===== src/rtl/onoc_arb_pkg.sv =====
// Shared types and helpers for the optical NoC waveguide arbiter.
package onoc_arb_pkg;

  typedef enum logic [1:0] {
    CH_IDLE,
    CH_HOLD,
    CH_GUARD
  } chan_state_t;

  // Index width that never collapses to zero bits for single-entry sets.
  function automatic int clog2_min1(input int n);
    return (n <= 2) ? 1 : $clog2(n);
  endfunction

endpackage


===== src/rtl/waveguide_channel_timer.sv =====
// One waveguide: IDLE -> HOLD (packet length) -> GUARD (optical settling) -> IDLE,
// with the current owner recorded for the duration.
module waveguide_channel_timer
  import onoc_arb_pkg::*;
#(
  parameter int LEN_W        = 4,
  parameter int RT_W         = 2,
  parameter int GUARD_CYCLES = 1
) (
  input  logic             clk,
  input  logic             rst,
  input  logic             start,
  input  logic [LEN_W-1:0] start_len,
  input  logic [RT_W-1:0]  start_owner,
  output logic             free,
  output logic             busy,
  output logic [RT_W-1:0]  owner
);

  localparam int GUARD_W = clog2_min1(GUARD_CYCLES + 1);
  localparam int CNT_W   = (LEN_W > GUARD_W) ? LEN_W : GUARD_W;

  chan_state_t      state_q, state_d;
  logic [CNT_W-1:0] cnt_q, cnt_d;
  logic [RT_W-1:0]  owner_q, owner_d;
  logic             release_now;

  // NOTE: every variable gets a default before the case so no path leaves it
  // unassigned; otherwise synthesis infers a latch.
  always_comb begin
    state_d     = state_q;
    cnt_d       = cnt_q;
    owner_d     = owner_q;
    release_now = 1'b0;
    case (state_q)
      CH_HOLD: begin
        if (cnt_q == CNT_W'(1)) begin
          if (GUARD_CYCLES == 0) begin
            state_d     = CH_IDLE;
            owner_d     = '0;
            release_now = 1'b1;
          end else begin
            state_d = CH_GUARD;
            cnt_d   = CNT_W'(GUARD_CYCLES);
          end
        end else begin
          cnt_d = cnt_q - CNT_W'(1);
        end
      end
      CH_GUARD: begin
        if (cnt_q == CNT_W'(1)) begin
          state_d     = CH_IDLE;
          owner_d     = '0;
          release_now = 1'b1;
        end else begin
          cnt_d = cnt_q - CNT_W'(1);
        end
      end
      default: ;
    endcase
    // A channel finishing this cycle is handed straight to the next owner.
    if (start) begin
      state_d = CH_HOLD;
      cnt_d   = (start_len == '0) ? CNT_W'(1) : CNT_W'(start_len);
      owner_d = start_owner;
    end
  end

  // NOTE: sequential state uses non-blocking assignments so every register
  // samples pre-edge values regardless of statement order.
  always_ff @(posedge clk or posedge rst) begin
    if (rst) begin
      state_q <= CH_IDLE;
      cnt_q   <= '0;
      owner_q <= '0;
    end else begin
      state_q <= state_d;
      cnt_q   <= cnt_d;
      owner_q <= owner_d;
    end
  end

  assign free  = (state_q == CH_IDLE) || release_now;
  assign busy  = (state_q != CH_IDLE);
  assign owner = owner_q;

endmodule


===== src/rtl/multi_channel_rr_arbiter.sv =====
// Round-robin assignment of NUM_ROUTERS requesters onto NUM_CHANNELS waveguides,
// each held for the packet length plus a guard interval.
module multi_channel_rr_arbiter
  import onoc_arb_pkg::*;
#(
  parameter  int NUM_ROUTERS  = 4,
  parameter  int NUM_CHANNELS = 2,
  parameter  int LEN_W        = 4,
  parameter  int GUARD_CYCLES = 1,
  localparam int CH_W         = clog2_min1(NUM_CHANNELS),
  localparam int RT_W         = clog2_min1(NUM_ROUTERS)
) (
  input  logic                            clk,
  input  logic                            rst,
  input  logic [NUM_ROUTERS-1:0]          request,
  input  logic [NUM_ROUTERS*LEN_W-1:0]    req_len,
  output logic [NUM_ROUTERS-1:0]          grant,
  output logic [NUM_ROUTERS*CH_W-1:0]     grant_chan,
  output logic [NUM_CHANNELS-1:0]         chan_busy,
  output logic [NUM_CHANNELS*RT_W-1:0]    chan_owner,
  output logic [NUM_ROUTERS-1:0]          router_active
);

  logic [RT_W-1:0]                 rr_ptr, rr_ptr_d;
  logic [NUM_ROUTERS-1:0]          eligible, grant_d;
  logic [NUM_ROUTERS*CH_W-1:0]     grant_chan_d;
  logic [NUM_CHANNELS-1:0]         chan_free, chan_start, taken;
  logic [NUM_CHANNELS*RT_W-1:0]    start_owner;
  logic [NUM_CHANNELS*LEN_W-1:0]   start_len;

  for (genvar c = 0; c < NUM_CHANNELS; c++) begin : g_chan
    waveguide_channel_timer #(
      .LEN_W       (LEN_W),
      .RT_W        (RT_W),
      .GUARD_CYCLES(GUARD_CYCLES)
    ) u_timer (
      .clk        (clk),
      .rst        (rst),
      .start      (chan_start[c]),
      .start_len  (start_len[c*LEN_W +: LEN_W]),
      .start_owner(start_owner[c*RT_W +: RT_W]),
      .free       (chan_free[c]),
      .busy       (chan_busy[c]),
      .owner      (chan_owner[c*RT_W +: RT_W])
    );
  end

  always_comb begin
    router_active = '0;
    for (int i = 0; i < NUM_ROUTERS; i++) begin
      for (int c = 0; c < NUM_CHANNELS; c++) begin
        if (chan_busy[c] && chan_owner[c*RT_W +: RT_W] == RT_W'(i)) router_active[i] = 1'b1;
      end
    end
  end

  assign eligible = request & ~router_active;

  // Walk routers from rr_ptr; each eligible one takes the lowest free channel left.
  always_comb begin
    int  r;
    logic found;
    grant_d      = '0;
    grant_chan_d = '0;
    chan_start   = '0;
    start_owner  = '0;
    start_len    = '0;
    taken        = '0;
    rr_ptr_d     = rr_ptr;
    r            = 0;
    found        = 1'b0;
    for (int k = 0; k < NUM_ROUTERS; k++) begin
      r = int'(rr_ptr) + k;
      if (r >= NUM_ROUTERS) r = r - NUM_ROUTERS;
      found = 1'b0;
      if (eligible[r]) begin
        for (int c = 0; c < NUM_CHANNELS; c++) begin
          if (!found && chan_free[c] && !taken[c]) begin
            found                          = 1'b1;
            taken[c]                       = 1'b1;
            chan_start[c]                  = 1'b1;
            start_owner[c*RT_W +: RT_W]    = RT_W'(r);
            start_len[c*LEN_W +: LEN_W]    = req_len[r*LEN_W +: LEN_W];
            grant_d[r]                     = 1'b1;
            grant_chan_d[r*CH_W +: CH_W]   = CH_W'(c);
            rr_ptr_d                       = RT_W'((r + 1) % NUM_ROUTERS);
          end
        end
      end
    end
  end

  always_ff @(posedge clk or posedge rst) begin
    if (rst) begin
      grant      <= '0;
      grant_chan <= '0;
      rr_ptr     <= '0;
    end else begin
      grant      <= grant_d;
      grant_chan <= grant_chan_d;
      rr_ptr     <= rr_ptr_d;
    end
  end

  // A router never holds two channels, and simultaneous grants use distinct channels.
  always_ff @(posedge clk) begin
    if (!rst) begin
      for (int a = 0; a < NUM_CHANNELS; a++) begin
        for (int b = a + 1; b < NUM_CHANNELS; b++) begin
          assert (!(chan_busy[a] && chan_busy[b] &&
                    chan_owner[a*RT_W +: RT_W] == chan_owner[b*RT_W +: RT_W]))
            else $error("router owns two channels");
        end
      end
      for (int i = 0; i < NUM_ROUTERS; i++) begin
        for (int j = i + 1; j < NUM_ROUTERS; j++) begin
          assert (!(grant[i] && grant[j] &&
                    grant_chan[i*CH_W +: CH_W] == grant_chan[j*CH_W +: CH_W]))
            else $error("two grants on one channel");
        end
      end
    end
  end

endmodule


===== config.mk =====
export PLATFORM = sky130hd
export DESIGN_NAME = multi_channel_rr_arbiter
export DESIGN_NICKNAME = d
export VERILOG_FILES = /design/src/rtl/onoc_arb_pkg.sv /design/src/rtl/waveguide_channel_timer.sv /design/src/rtl/multi_channel_rr_arbiter.sv
export SDC_FILE = /design/constraint.sdc
export NUM_CORES = 1
export LEC_CHECK = 0
export ABC_AREA = 0
export CAP_MARGIN = 20
export CELL_PAD_IN_SITES_DETAIL_PLACEMENT = 1
export CELL_PAD_IN_SITES_GLOBAL_PLACEMENT = 2
export CORE_MARGIN = 1.5
export CORE_UTILIZATION = 40
export CTS_BUF_LIST = sky130_fd_sc_hd__clkbuf_4
export DETAILED_ROUTE_END_ITERATION = 10
export DONT_BUFFER_PORTS = 1
export PLACE_DENSITY = 0.89
export SKIP_CTS_REPAIR_TIMING = 1
export SYNTH_ARGS = -nofsm -noshare
export SYNTH_HDL_FRONTEND = slang
export SYNTH_SLANG_ARGS = --single-unit

===== constraint.sdc =====
create_clock -name clk -period 5.9 [get_ports clk]
set_clock_uncertainty 0.15 [all_clocks]
set_input_delay 1.18 -clock clk [delete_from_list [all_inputs] [get_ports clk]]
set_output_delay 1.18 -clock clk [all_outputs]
set_load 0.005 [all_outputs]

* Word-level counts from Yosys, hierarchy flattened *
Cells that the tools add are included.

cells by class
  equal/unequal tests = 18
  reductions and logical operators = 54
  $add $sub $neg = 17
  bitwise operators = 10
  magnitude comparators = 12
  multiplexer cells = 152
  shift-type cells = 16

operator list
  cell                                                                                  number
  1-bit by 33-bit variable part select with 4-bit output, first input constant          8
  4-bit two-way mux                                                                     52
  32-bit negation with 33-bit output                                                    4
  1-bit by 33-bit variable shift with 4-bit output, first input constant                4
  32-bit by 1-bit greater-or-equal comparator with 1-bit output, second input constant  4
  32-bit by 4-bit < comparator with 1-bit output, second input constant                 4
  32-bit two-way mux                                                                    4
  16-bit by 32-bit variable part select with 4-bit output                               4
  2-bit two-way mux                                                                     34
  1-bit two-way mux                                                                     39
  8-bit two-way mux                                                                     4
  4-bit bitwise mux                                                                     7
  4-bit OR                                                                              7
  1-bit logical AND                                                                     22
  4-bit case mux with 2 select lines                                                    2
  2-bit equality test, second input constant                                            6
  3-bit by 2-bit inequality test with 1-bit output, second input constant               4
  2-bit nonzero test                                                                    6
  3-bit by 3-bit subtractor with 4-bit output, second input constant                    3
  1-bit zero test                                                                       10
  3-bit greater-or-equal comparator, second input constant                              3
  2-bit adder, second input constant                                                    4
  4-bit bitwise AND                                                                     2
  1-bit binary-select mux with 2-bit select                                             4
  other kinds (17)                                                                      38

word-level totals
  flip-flop bits (word level) = 26

* Longest topological paths before layout *
Gate-level depths: netlist of run 1.

  depth in word-level cells = 44
  depth in mapped cells = 14

* Cells and area by module *
A second synthesis of run 1 with hierarchy kept.

second synthesis, totals
  cells, all modules = 357
  area total of the unflattened synthesis = 2845.2 sq um

by module, submodules not included
  module                    cells each  times used  area an instance (sq um)
  multi_channel_rr_arbiter  249         1           1876.8
  waveguide_channel_timer   54          2           484.2

* Least setup slack after synthesis of run 1 *
No wires, ideal clock.

  kind = register to register
  start = register rr_ptr[1]
  end = register g_chan[1].u_timer.cnt_q[0]
  required time = 5.663 ns
  stages on the path, launching flop included = 11
  arrival = 3.260 ns
  setup slack = 2.403 ns
  cell sequence = dfrtp_1 -> clkbuf_1 -> clkinv_1 -> ha_1 -> clkbuf_1 -> mux4_2 -> clkbuf_1 -> a31o_1 -> a221o_1 -> or4b_1 -> a22oi_1

between the ends
  word-level cells in the longest chain between the ends = 26

RTL lines
  element                                                                                                                             RTL line                                                        text
  from (decl)                                                                                                                         multi_channel_rr_arbiter.sv:24                                  logic [RT_W-1:0] rr_ptr, rr_ptr_d;
  from (signal assigned)                                                                                                              multi_channel_rr_arbiter.sv:101                                 rr_ptr <= rr_ptr_d;
  2-bit by 3-bit subtractor with 4-bit output / 2-bit by 3-bit greater-or-equal comparator with 1-bit output (equally long branches)  multi_channel_rr_arbiter.sv:74                                  if (r >= NUM_ROUTERS) r = r - NUM_ROUTERS;
  32-bit two-way mux                                                                                                                  multi_channel_rr_arbiter.sv:74
  1-bit binary-select mux with 2-bit select                                                                                           multi_channel_rr_arbiter.sv:76                                  if (eligible[r]) begin
  1-bit two-way mux (implied by the code) (2 in a row)                                                                                multi_channel_rr_arbiter.sv:76
  2-bit two-way mux                                                                                                                   multi_channel_rr_arbiter.sv:76
  1-bit zero test                                                                                                                     multi_channel_rr_arbiter.sv:78                                  if (!found && chan_free[c] && !taken[c]) begin
  1-bit logical AND                                                                                                                   multi_channel_rr_arbiter.sv:78
  1-bit two-way mux                                                                                                                   multi_channel_rr_arbiter.sv:78
  [... 9 more ...]                                                                                                                    n/a
  1-bit zero test / 2-bit two-way mux (equally long branches)                                                                         multi_channel_rr_arbiter.sv:78, multi_channel_rr_arbiter.sv:76
  1-bit logical AND / 1-bit zero test (equally long branches)                                                                         multi_channel_rr_arbiter.sv:78
  1-bit logical AND                                                                                                                   multi_channel_rr_arbiter.sv:78
  4-bit two-way mux                                                                                                                   multi_channel_rr_arbiter.sv:78
  8-bit two-way mux                                                                                                                   multi_channel_rr_arbiter.sv:76
  4-bit zero test                                                                                                                     waveguide_channel_timer.sv:64                                   cnt_d = (start_len == '0) ? CNT_W'(1) : CNT_W'(start_len);
  4-bit two-way mux                                                                                                                   waveguide_channel_timer.sv:64
  4-bit two-way mux                                                                                                                   waveguide_channel_timer.sv:62                                   if (start) begin
  to (signal assigned)                                                                                                                waveguide_channel_timer.sv:78                                   cnt_q <= cnt_d;
  to (decl)                                                                                                                           waveguide_channel_timer.sv:24                                   logic [CNT_W-1:0] cnt_q, cnt_d;

Parallel ways exist; a longest one is shown, timed or not. The select of a mux whose other input is x is not followed.
A chain may end at the register's enable or synchronous reset.

* Worst setup path after layout of run 1 *
Same ends and word-level chain as after synthesis.

==> impl_results.html, run 1 <==
<table>
<tr><th>Metric</th><th>Value</th></tr>
<tr><th colspan="2">Finish</th></tr>
<tr><td>Number of diodes</td><td>0</td></tr>
<tr><td>Area of combinational cells with multiple inputs</td><td>approximately 2300 um^2</td></tr>
<tr><td>Storage element area</td><td>between 600 and 700 um^2</td></tr>
<tr><td>Number of filler cells placed in the layout</td><td>944</td></tr>
<tr><td>Fraction of layout instances using a drive strength above 1</td><td>between 10% and 20%</td></tr>
<tr><td>Fin cells</td><td>approximately 470</td></tr>
<tr><td>Final design utilization</td><td>between 40% and 50%</td></tr>
<tr><td>Synthesis-to-finish area growth</td><td>2.03%</td></tr>
<tr><td>Final-stage net count</td><td>between 400 and 500</td></tr>
<tr><th colspan="2">STA</th></tr>
<tr><td>Number of failing hold endpoints at the final stage</td><td>0</td></tr>
<tr><td>Highest clock rate</td><td>roughly 0.22 GHz</td></tr>
<tr><td>Final period demand of the worst path</td><td>4.45 ns</td></tr>
<tr><td>Final worst path period share</td><td>approximately 75%</td></tr>
<tr><td>Remaining max-slew budget at the tightest pin</td><td>approximately a third</td></tr>
<tr><td>Number of pins with negative max-slew slack in the final report</td><td>0</td></tr>
<tr><td>Transition time of the tightest slew-check pin</td><td>0.995 ns</td></tr>
<tr><td>RSZ-0062 raised after global routing</td><td>no</td></tr>
<tr><td>Setup total negative slack</td><td>0 ns</td></tr>
<tr><td>Total setup violations reported at the end of the flow</td><td>0</td></tr>
<tr><th colspan="2">Run</th></tr>
<tr><td>Number of maximum-capacitance constraint violations</td><td>0</td></tr>
<tr><th colspan="2">Setup path</th></tr>
<tr><td>Worst setup startpoint</td><td>rr_ptr[1]$_DFF_PP0_</td></tr>
<tr><td>Critical path capture point type</td><td>flop</td></tr>
<tr><td>Classification of the worst setup path</td><td>reg2reg</td></tr>
<tr><td>Signal arrival time at the worst endpoint</td><td>4.57 ns</td></tr>
<tr><td>Type of element launching the critical path</td><td>flop</td></tr>
<tr><td>Startpoint of the most critical register-to-register path</td><td>rr_ptr[1]$_DFF_PP0_</td></tr>
<tr><td>Critical path required time</td><td>between 6 and 7 ns</td></tr>
<tr><td>Crit path max fanout</td><td>24</td></tr>
<tr><th colspan="2">Placed design</th></tr>
<tr><td>Detailed placer's ending HPWL</td><td>approximately 7400 um</td></tr>
<tr><td>Count of input and output buffers</td><td>0</td></tr>
<tr><td>Number of cells in the design after placement</td><td>approximately 470</td></tr>
<tr><td>RePlAce Congestion</td><td>0.907</td></tr>
<tr><th colspan="2">Floorplanning</th></tr>
<tr><td>Total core area</td><td>7650 um^2</td></tr>
<tr><td>Area enclosed by the die boundary</td><td>roughly 8400 um^2</td></tr>
<tr><td># rows</td><td>32</td></tr>
<tr><td>Die Span X</td><td>about 90 um</td></tr>
<tr><td>Die boundary height</td><td>around 92 um</td></tr>
<tr><td>Initial standard-cell utilization of the core</td><td>between 40% and 50%</td></tr>
<tr><td>Number of top-level pins</td><td>40</td></tr>
<tr><th colspan="2">Yosys</th></tr>
<tr><td>Most common flop cell mapped by yosys</td><td>dfrtp_1</td></tr>
<tr><td>Syn_nets</td><td>around 430</td></tr>
<tr><td>Area of the mapped netlist</td><td>3140 um^2</td></tr>
<tr><td>Share of synthesized flip-flops with an asynchronous set or reset</td><td>100%</td></tr>
<tr><td>Syn. warnings</td><td>0</td></tr>
<tr><td>Flip-flop and latch count after synthesis</td><td>26</td></tr>
<tr><td>Cells after Synth</td><td>390</td></tr>
<tr><td>Count of different cell masters after synthesis</td><td>80</td></tr>
<tr><td>Post-synthesis sequential area ratio</td><td>around 21%</td></tr>
<tr><td>Post-synthesis average cell area</td><td>a little over 8 um^2</td></tr>
<tr><td>Count of flip-flops with a built-in enable after synthesis</td><td>0</td></tr>
<tr><th colspan="2">Global routing</th></tr>
<tr><td>Largest net degree at the start of global routing</td><td>38</td></tr>
<tr><td>Initial antenna violation count</td><td>0</td></tr>
<tr><td>All-layer global routing usage</td><td>between 20% and 30%</td></tr>
<tr><td>Vias in the first global route</td><td>between 3000 and 4000</td></tr>
<tr><td>Wire length of the first global-routing pass</td><td>between 15000 and 20000 um</td></tr>
<tr><td>Total global routing overflow</td><td>0</td></tr>
<tr><th colspan="2">Pwr</th></tr>
<tr><td>Total leakage power</td><td>about 1.2 nW</td></tr>
<tr><td>Power density over cell area</td><td>656 nW/um^2</td></tr>
<tr><td>Highest ir drop seen on vdd</td><td>about 0.16 mV</td></tr>
<tr><th colspan="2">Clock tree</th></tr>
<tr><td>Deepest clock path buffer count</td><td>2</td></tr>
<tr><td>Clock root cell</td><td>clkbuf_4</td></tr>
<tr><td>Clock network latency to the later pin of the worst-skew pair</td><td>0.34 ns</td></tr>
<tr><td>Level count of the clock H-tree</td><td>1</td></tr>
<tr><td>Clock-pin slew on the worst setup and hold paths</td><td>~0.15 ns</td></tr>
<tr><td>TritonCTS clock tree</td><td>built</td></tr>
<tr><td>Num CTS Buffers</td><td>3</td></tr>
<tr><td>Count of clock tree sinks</td><td>26</td></tr>
<tr><th colspan="2">Route</th></tr>
<tr><td>DRC violation count after routing</td><td>0</td></tr>
<tr><td>Routed wire length</td><td>just under 10000 um</td></tr>
<tr><td>Total number of vias</td><td>3130</td></tr>
<tr><td>Wire length per cell after detailed routing</td><td>~21 um</td></tr>
<tr><td>DR vias/cell</td><td>around 6.6</td></tr>
<tr><td>Number of DRC markers in iteration 0</td><td>around 230</td></tr>
<tr><td>Initial DRT Pass Iterations</td><td>5</td></tr>
<tr><td>Final antenna-violating net count</td><td>0</td></tr>
<tr><th colspan="2">Run status</th></tr>
<tr><td>Run status</td><td>finished clean</td></tr>
<tr><th colspan="2">Min path</th></tr>
<tr><td>Startpoint of the worst hold path</td><td>g_chan[0].u_timer.cnt_q[1]$_DFFE_PP0P_</td></tr>
<tr><td>Worst Hold Class</td><td>reg2reg</td></tr>
</table>
## critical path: stages (launching register included)
cell      delay (ns)
dfrtp_1         0.90
clkinv_1        0.59
ha_1            0.56
mux2i_1         0.85
a211o_1         0.23
o32ai_1         0.11
a221oi_2        0.35
or4b_1          0.47
a22oi_1         0.16
## metrics by stage
stage / area [um^2] / hold WS, ns / setup slack [ns] / power, W
floorplan: 3140 / 0.337 / 2.40 / 0.00163
global route: 3200 / 0.443 / 1.19 / 0.00228
finish: 3200 / 0.412 / 1.45 / 0.00210
global placement: 3150 / 0.356 / 1.73 / 0.00195
CTS: 3170 / 0.414 / 1.52 / 0.00208
detailed placement: 3150 / 0.380 / 1.52 / 0.00199
## where the power goes
| group | switching (W) | total (W) | internal [W] |
|---|---|---|---|
| Clock | 0.0000591 | 0.0000841 | 0.0000249 |
| Sequential | 0.000148 | 0.000401 | 0.000253 |
| Combinational | 0.00101 | 0.00162 | 0.000604 |
## cell usage in the layout (no fill, tap or decap), types with 4 or more instances in the layout
master / synthesis / final
nand3_1: 14 / 14
nand2b_1: 6 / 6
nor2_1: 35 / 35
a32oi_1: 6 / 6
inv_1: 15 / 15
dfrtp_1: 26 / 26
ha_1: 13 / 13
o21ai_0: 28 / 28
a221o_1: 6 / 6
a22oi_1: 4 / 4
a22o_1: 6 / 6
mux2i_1: 19 / 19
a211o_1: 4 / 4
mux2_2: 8 / 8
nand3b_1: 4 / 4
a21oi_1: 15 / 15
o22ai_1: 6 / 6
a222oi_1: 5 / 5
a31oi_1: 8 / 8
nand2_1: 36 / 36
nor3_1: 13 / 13
## cells in the mapped netlist, types with 3 or more instances
library cell | instances | share of area (%)
nand2_1 | 36 | 4.3
nor2_1 | 35 | 4.2
o21ai_0 | 28 | 4.5
dfrtp_1 | 26 | 21
mux2i_1 | 19 | 6.1
a21oi_1 | 15 | 2.4
inv_1 | 15 | 1.8
clkbuf_1 | 14 | 1.7
nand3_1 | 14 | 2.2
ha_1 | 13 | 5.2
nor3_1 | 13 | 2.1
a31oi_1 | 8 | 1.6
mux2_2 | 8 | 2.9
buf_2 | 7 | 1.1
a221o_1 | 6 | 1.9
a22o_1 | 6 | 1.7
a32oi_1 | 6 | 1.7
nand2b_1 | 6 | 1.2
o22ai_1 | 6 | 1.2
a222oi_1 | 5 | 1.6
a211o_1 | 4 | 1.1
a22oi_1 | 4 | 0.96
nand3b_1 | 4 | 0.96
a211oi_1 | 3 | 0.72
buf_4 | 3 | 0.72
maj3_1 | 3 | 0.96
mux4_2 | 3 | 2.2
nor2b_1 | 3 | 0.60
nor4_1 | 3 | 0.60
o211ai_1 | 3 | 0.72
o21ai_1 | 3 | 0.48
o221a_2 | 3 | 1.1
o221ai_1 | 3 | 0.84
o32ai_1 | 3 | 0.84
xor2_1 | 3 | 0.84
## routing by layer
layer	track usage [%]	part of all wire, %
met5	0	0
met4	6.77	1.7
met3	2.18	5.6
met2	40.7	49
met1	31.7	44
## final cells by class
cell class / count / area share [%]
Multi-Input combinational cell: 318 / 71.2
Sequential cell: 26 / 20.3
Tap cell: 102 / 3.99
Inverter: 18 / 2.11
Timing Repair Buffer: 4 / 1.56
Clock buffer: 3 / 0.704
Clock inverter: 1 / 0.117
## path summary, 6_finish.rpt
kind	slack, ns	end	cells past startpoint
max	1.45	g_chan[1].u_timer.cnt_q[0]$_DFFE_PP0P_	8
min	0.41	g_chan[0].u_timer.cnt_q[1]$_DFFE_PP0P_	1
max reg2reg	1.45	g_chan[1].u_timer.cnt_q[0]$_DFFE_PP0P_	8
min reg2reg	0.41	g_chan[0].u_timer.cnt_q[1]$_DFFE_PP0P_	1
max in group asynchronous	4.68	g_chan[0].u_timer.owner[1]$_DFFE_PP0P_	2
min in group asynchronous	0.50	grant[2]$_DFF_PP0_	1
## logic make-up after synthesis
group	after synthesis	share of synthesized area [%]
xor+xnor	4	1.12
flops	26	20.7
mux	32	12.2
fa+ha+maj	16	6.14
buf+inv	46	6.62
simple gates	129	20.0
compound gates	137	33.2
## flip-flops by register name, summed over array words and instances, names as in the netlist
signal	cells
g_chan.u_timer.cnt_q	8
g_chan.u_timer.owner	4
g_chan.u_timer.state_q	4
rr_ptr	2
grant_chan	4
grant	4
Note: power is estimated with default switching activity, not from simulation.
==> inputs of run 2 (changes only) <==
--- a/config.mk
+++ b/config.mk
@@ -10,11 +10,11 @@
 export CELL_PAD_IN_SITES_DETAIL_PLACEMENT = 1
 export CELL_PAD_IN_SITES_GLOBAL_PLACEMENT = 2
 export CORE_MARGIN = 1.5
-export CORE_UTILIZATION = 40
+export CORE_UTILIZATION = 36
 export CTS_BUF_LIST = sky130_fd_sc_hd__clkbuf_4
 export DETAILED_ROUTE_END_ITERATION = 10
 export DONT_BUFFER_PORTS = 1
-export PLACE_DENSITY = 0.89
+export PLACE_DENSITY = 0.84
 export SKIP_CTS_REPAIR_TIMING = 1
 export SYNTH_ARGS = -nofsm -noshare
 export SYNTH_HDL_FRONTEND = slang
==> constraint.sdc (replaced) <==
create_clock -name clk -period 4 [get_ports clk]
set_clock_uncertainty 0.15 [all_clocks]
set_input_delay 0.8 -clock clk [delete_from_list [all_inputs] [get_ports clk]]
set_output_delay 0.8 -clock clk [all_outputs]
set_load 0.005 [all_outputs]
==> run 2 against run 1 <==
Final cell count up 3.4%. Worst setup slack worse by 1.0 ns. Count of clock-buffer cells in the layout unchanged. Largest power group unchanged. Critical path type unchanged.
==> impl_results.html, run 2 (synthesized netlist as in run 1, its figures left out) <==
<table>
<tr><th>Metric</th><th>Value</th></tr>
<tr><th colspan="2">Finish</th></tr>
<tr><td>Number of diodes</td><td>0</td></tr>
<tr><td>Area of combinational cells with multiple inputs</td><td>2280 um^2</td></tr>
<tr><td>Synthesis-to-finish area growth</td><td>5.27%</td></tr>
<tr><td>Number of filler cells placed in the layout</td><td>between 1000 and 1500</td></tr>
<tr><td>Fin cells</td><td>approximately 500</td></tr>
<tr><td>Highest-count cells in the layout ignoring fill and taps</td><td>36 x nand2_1, 35 x nor2_1, 28 x o21ai_0, 26 x dfrtp_1, 19 x mux2i_1</td></tr>
<tr><td>Final-stage net count</td><td>419</td></tr>
<tr><td>Fraction of layout instances using a drive strength above 1</td><td>between 10% and 20%</td></tr>
<tr><td>Most common library cell in the layout ignoring fill and taps</td><td>nand2_1</td></tr>
<tr><td>Storage element area</td><td>651 um^2</td></tr>
<tr><td>Max reg flops</td><td>8</td></tr>
<tr><td>Top register by number of flip-flops</td><td>g_chan.u_timer.cnt_q</td></tr>
<tr><th colspan="2">Placed design</th></tr>
<tr><td>RePlAce Congestion</td><td>0.940</td></tr>
<tr><td>Detailed placer's ending HPWL</td><td>about 8000 um</td></tr>
<tr><td>Number of cells in the design after placement</td><td>around 480</td></tr>
<tr><td>Count of input and output buffers</td><td>0</td></tr>
<tr><th colspan="2">Global routing</th></tr>
<tr><td>All-layer global routing usage</td><td>between 20% and 30%</td></tr>
<tr><td>Largest net degree at the start of global routing</td><td>27</td></tr>
<tr><td>Vias in the first global route</td><td>about 3000</td></tr>
<tr><td>Wire length of the first global-routing pass</td><td>16900 um</td></tr>
<tr><td>Initial antenna violation count</td><td>0</td></tr>
<tr><td>Total global routing overflow</td><td>0</td></tr>
<tr><th colspan="2">Route</th></tr>
<tr><td>Initial DRT Pass Iterations</td><td>5</td></tr>
<tr><td>DRC violation count after routing</td><td>0</td></tr>
<tr><td>Routed wire length</td><td>about 11000 um</td></tr>
<tr><td>Total number of vias</td><td>between 3000 and 4000</td></tr>
<tr><td>Final antenna-violating net count</td><td>0</td></tr>
<tr><td>Number of DRC markers in iteration 0</td><td>around 270</td></tr>
<tr><td>DR vias/cell</td><td>roughly 6.6</td></tr>
<tr><td>Wire length per cell after detailed routing</td><td>21.6 um</td></tr>
<tr><th colspan="2">Setup path</th></tr>
<tr><td>Classification of the worst setup path</td><td>reg2reg</td></tr>
<tr><td>Worst setup startpoint</td><td>g_chan[1].u_timer.state_q[1]$_DFFE_PP0P_</td></tr>
<tr><td>Type of element launching the critical path</td><td>flop</td></tr>
<tr><td>Startpoint of the most critical register-to-register path</td><td>g_chan[1].u_timer.state_q[1]$_DFFE_PP0P_</td></tr>
<tr><td>Crit path max fanout</td><td>13</td></tr>
<tr><td>Critical path capture point type</td><td>flop</td></tr>
<tr><td>Signal arrival time at the worst endpoint</td><td>~3.7 ns</td></tr>
<tr><td>Critical path required time</td><td>about 4.1 ns</td></tr>
<tr><th colspan="2">STA</th></tr>
<tr><td>Number of failing hold endpoints at the final stage</td><td>0</td></tr>
<tr><td>Number of pins with negative max-slew slack in the final report</td><td>0</td></tr>
<tr><td>Setup total negative slack</td><td>0 ns</td></tr>
<tr><td>Final worst path period share</td><td>about nine tenths</td></tr>
<tr><td>WHS</td><td>between 0.15 and 0.2 ns</td></tr>
<tr><td>Highest clock rate</td><td>between 0.2 and 0.3 GHz</td></tr>
<tr><td>Remaining max-slew budget at the tightest pin</td><td>approximately 48%</td></tr>
<tr><td>Transition time of the tightest slew-check pin</td><td>roughly 0.76 ns</td></tr>
<tr><td>RSZ-0062 raised after global routing</td><td>no</td></tr>
<tr><td>Total setup violations reported at the end of the flow</td><td>0</td></tr>
<tr><td>Final period demand of the worst path</td><td>roughly 3.6 ns</td></tr>
<tr><th colspan="2">Floorplanning</th></tr>
<tr><td>Initial standard-cell utilization of the core</td><td>~38%</td></tr>
<tr><td>Area enclosed by the die boundary</td><td>9280 um^2</td></tr>
<tr><td>Die boundary height</td><td>between 90 and 100 um</td></tr>
<tr><td># rows</td><td>33</td></tr>
<tr><td>Number of top-level pins</td><td>40</td></tr>
<tr><td>Die Span X</td><td>slightly below 100 um</td></tr>
<tr><td>Total core area</td><td>~8300 um^2</td></tr>
<tr><th colspan="2">Pwr</th></tr>
<tr><td>Sequential group share of total power</td><td>around 17%</td></tr>
<tr><td>Power density over cell area</td><td>between 900 and 1000 nW/um^2</td></tr>
<tr><td>Total leakage power</td><td>1.30 nW</td></tr>
<tr><td>Internal power</td><td>0.00137 W</td></tr>
<tr><td>Clock power frac</td><td>around 4%</td></tr>
<tr><td>Overall power after layout</td><td>roughly 0.0032 W</td></tr>
<tr><td>Net switching power figure</td><td>0.00185 W</td></tr>
<tr><td>Combinational power share</td><td>79.0%</td></tr>
<tr><td>Highest ir drop seen on vdd</td><td>0.288 mV</td></tr>
<tr><td>Switching portion of total power</td><td>between 50% and 60%</td></tr>
<tr><th colspan="2">Clock tree</th></tr>
<tr><td>Clock root cell</td><td>clkbuf_4</td></tr>
<tr><td>Count of clock tree sinks</td><td>26</td></tr>
<tr><td>Clock network latency to the later pin of the worst-skew pair</td><td>about 0.35 ns</td></tr>
<tr><td>Level count of the clock H-tree</td><td>1</td></tr>
<tr><td>TritonCTS clock tree</td><td>built</td></tr>
<tr><td>Num CTS Buffers</td><td>3</td></tr>
<tr><td>Clock-pin slew on the worst setup and hold paths</td><td>~0.17 ns</td></tr>
<tr><td>Deepest clock path buffer count</td><td>2</td></tr>
<tr><th colspan="2">Run status</th></tr>
<tr><td>Run status</td><td>finished clean</td></tr>
<tr><th colspan="2">Run</th></tr>
<tr><td>Number of maximum-capacitance constraint violations</td><td>0</td></tr>
<tr><th colspan="2">Min path</th></tr>
<tr><td>Worst Hold Class</td><td>in2async</td></tr>
</table>
## run 2: power groups by stage
stage,Combinational [W],Clock (W),Sequential [W]
after global placement,0.00246,0,0.000548
after detailed placement,0.00251,0,0.000560
final,0.00255,0.000126,0.000553
after CTS,0.00252,0.000135,0.000554
after global routing,0.00278,0.000146,0.000579
after floorplan,0.00194,0,0.000461
## run 2: worst max-delay path, stage by stage (launching register included)
cell and delay, ns:
dfrtp_1 0.63, o21ai_1 0.22, o221ai_1 0.48, a21oi_1 0.17, mux2_2 0.36, a32o_1 0.33
a221oi_1 0.40, nor2_1 0.09, or4b_1 0.53, a22oi_1 0.16
## run 2: layer usage
layer,up-vias,share of wire (%),GRT usage (%),wire (um)
li1,1479,-,-,-
met1,1600,46,33.1,4820
met2,115,47,39.1,4960
met3,14,5.8,2.21,612
met4,0,1.6,6.64,173
met5,-,0,0,0
## run 2: cell type report
cell class,instances,area share [%]
repair buffers,17,4.47
multi-input cells,318,69.0
flip-flops and latches,26,19.7
inverters,18,2.05
well taps,105,3.98
clock inverters,1,0.114
clock buffers,3,0.682
## run 2: worst paths after layout
| check | end | slack (ns) | cells after the start |
|---|---|---|---|
| setup / recovery | g_chan[1].u_timer.cnt_q[0]$_DFFE_PP0P_ | 0.42 | 9 |
| hold / removal | g_chan[1].u_timer.owner[0]$_DFFE_PP0P_ | 0.20 | 1 |
| setup reg to reg | g_chan[1].u_timer.cnt_q[0]$_DFFE_PP0P_ | 0.42 | 9 |
| hold reg to reg | g_chan[0].u_timer.cnt_q[1]$_DFFE_PP0P_ | 0.40 | 1 |
| max in group asynchronous | rr_ptr[0]$_DFFE_PP0P_ | 3.02 | 2 |
| min in group clk | g_chan[0].u_timer.cnt_q[1]$_DFFE_PP0P_ | 0.40 | 1 |
## run 2: stage by stage
stage	area, um^2	util (%)	worst slack [ns]
finish	3300	39.6	0.416
global route	3300	39.6	0.177
CTS	3270	39.3	0.441
detailed placement	3250	38.9	0.460
global placement	3250	38.9	0.532
floorplan	3140	-	0.503
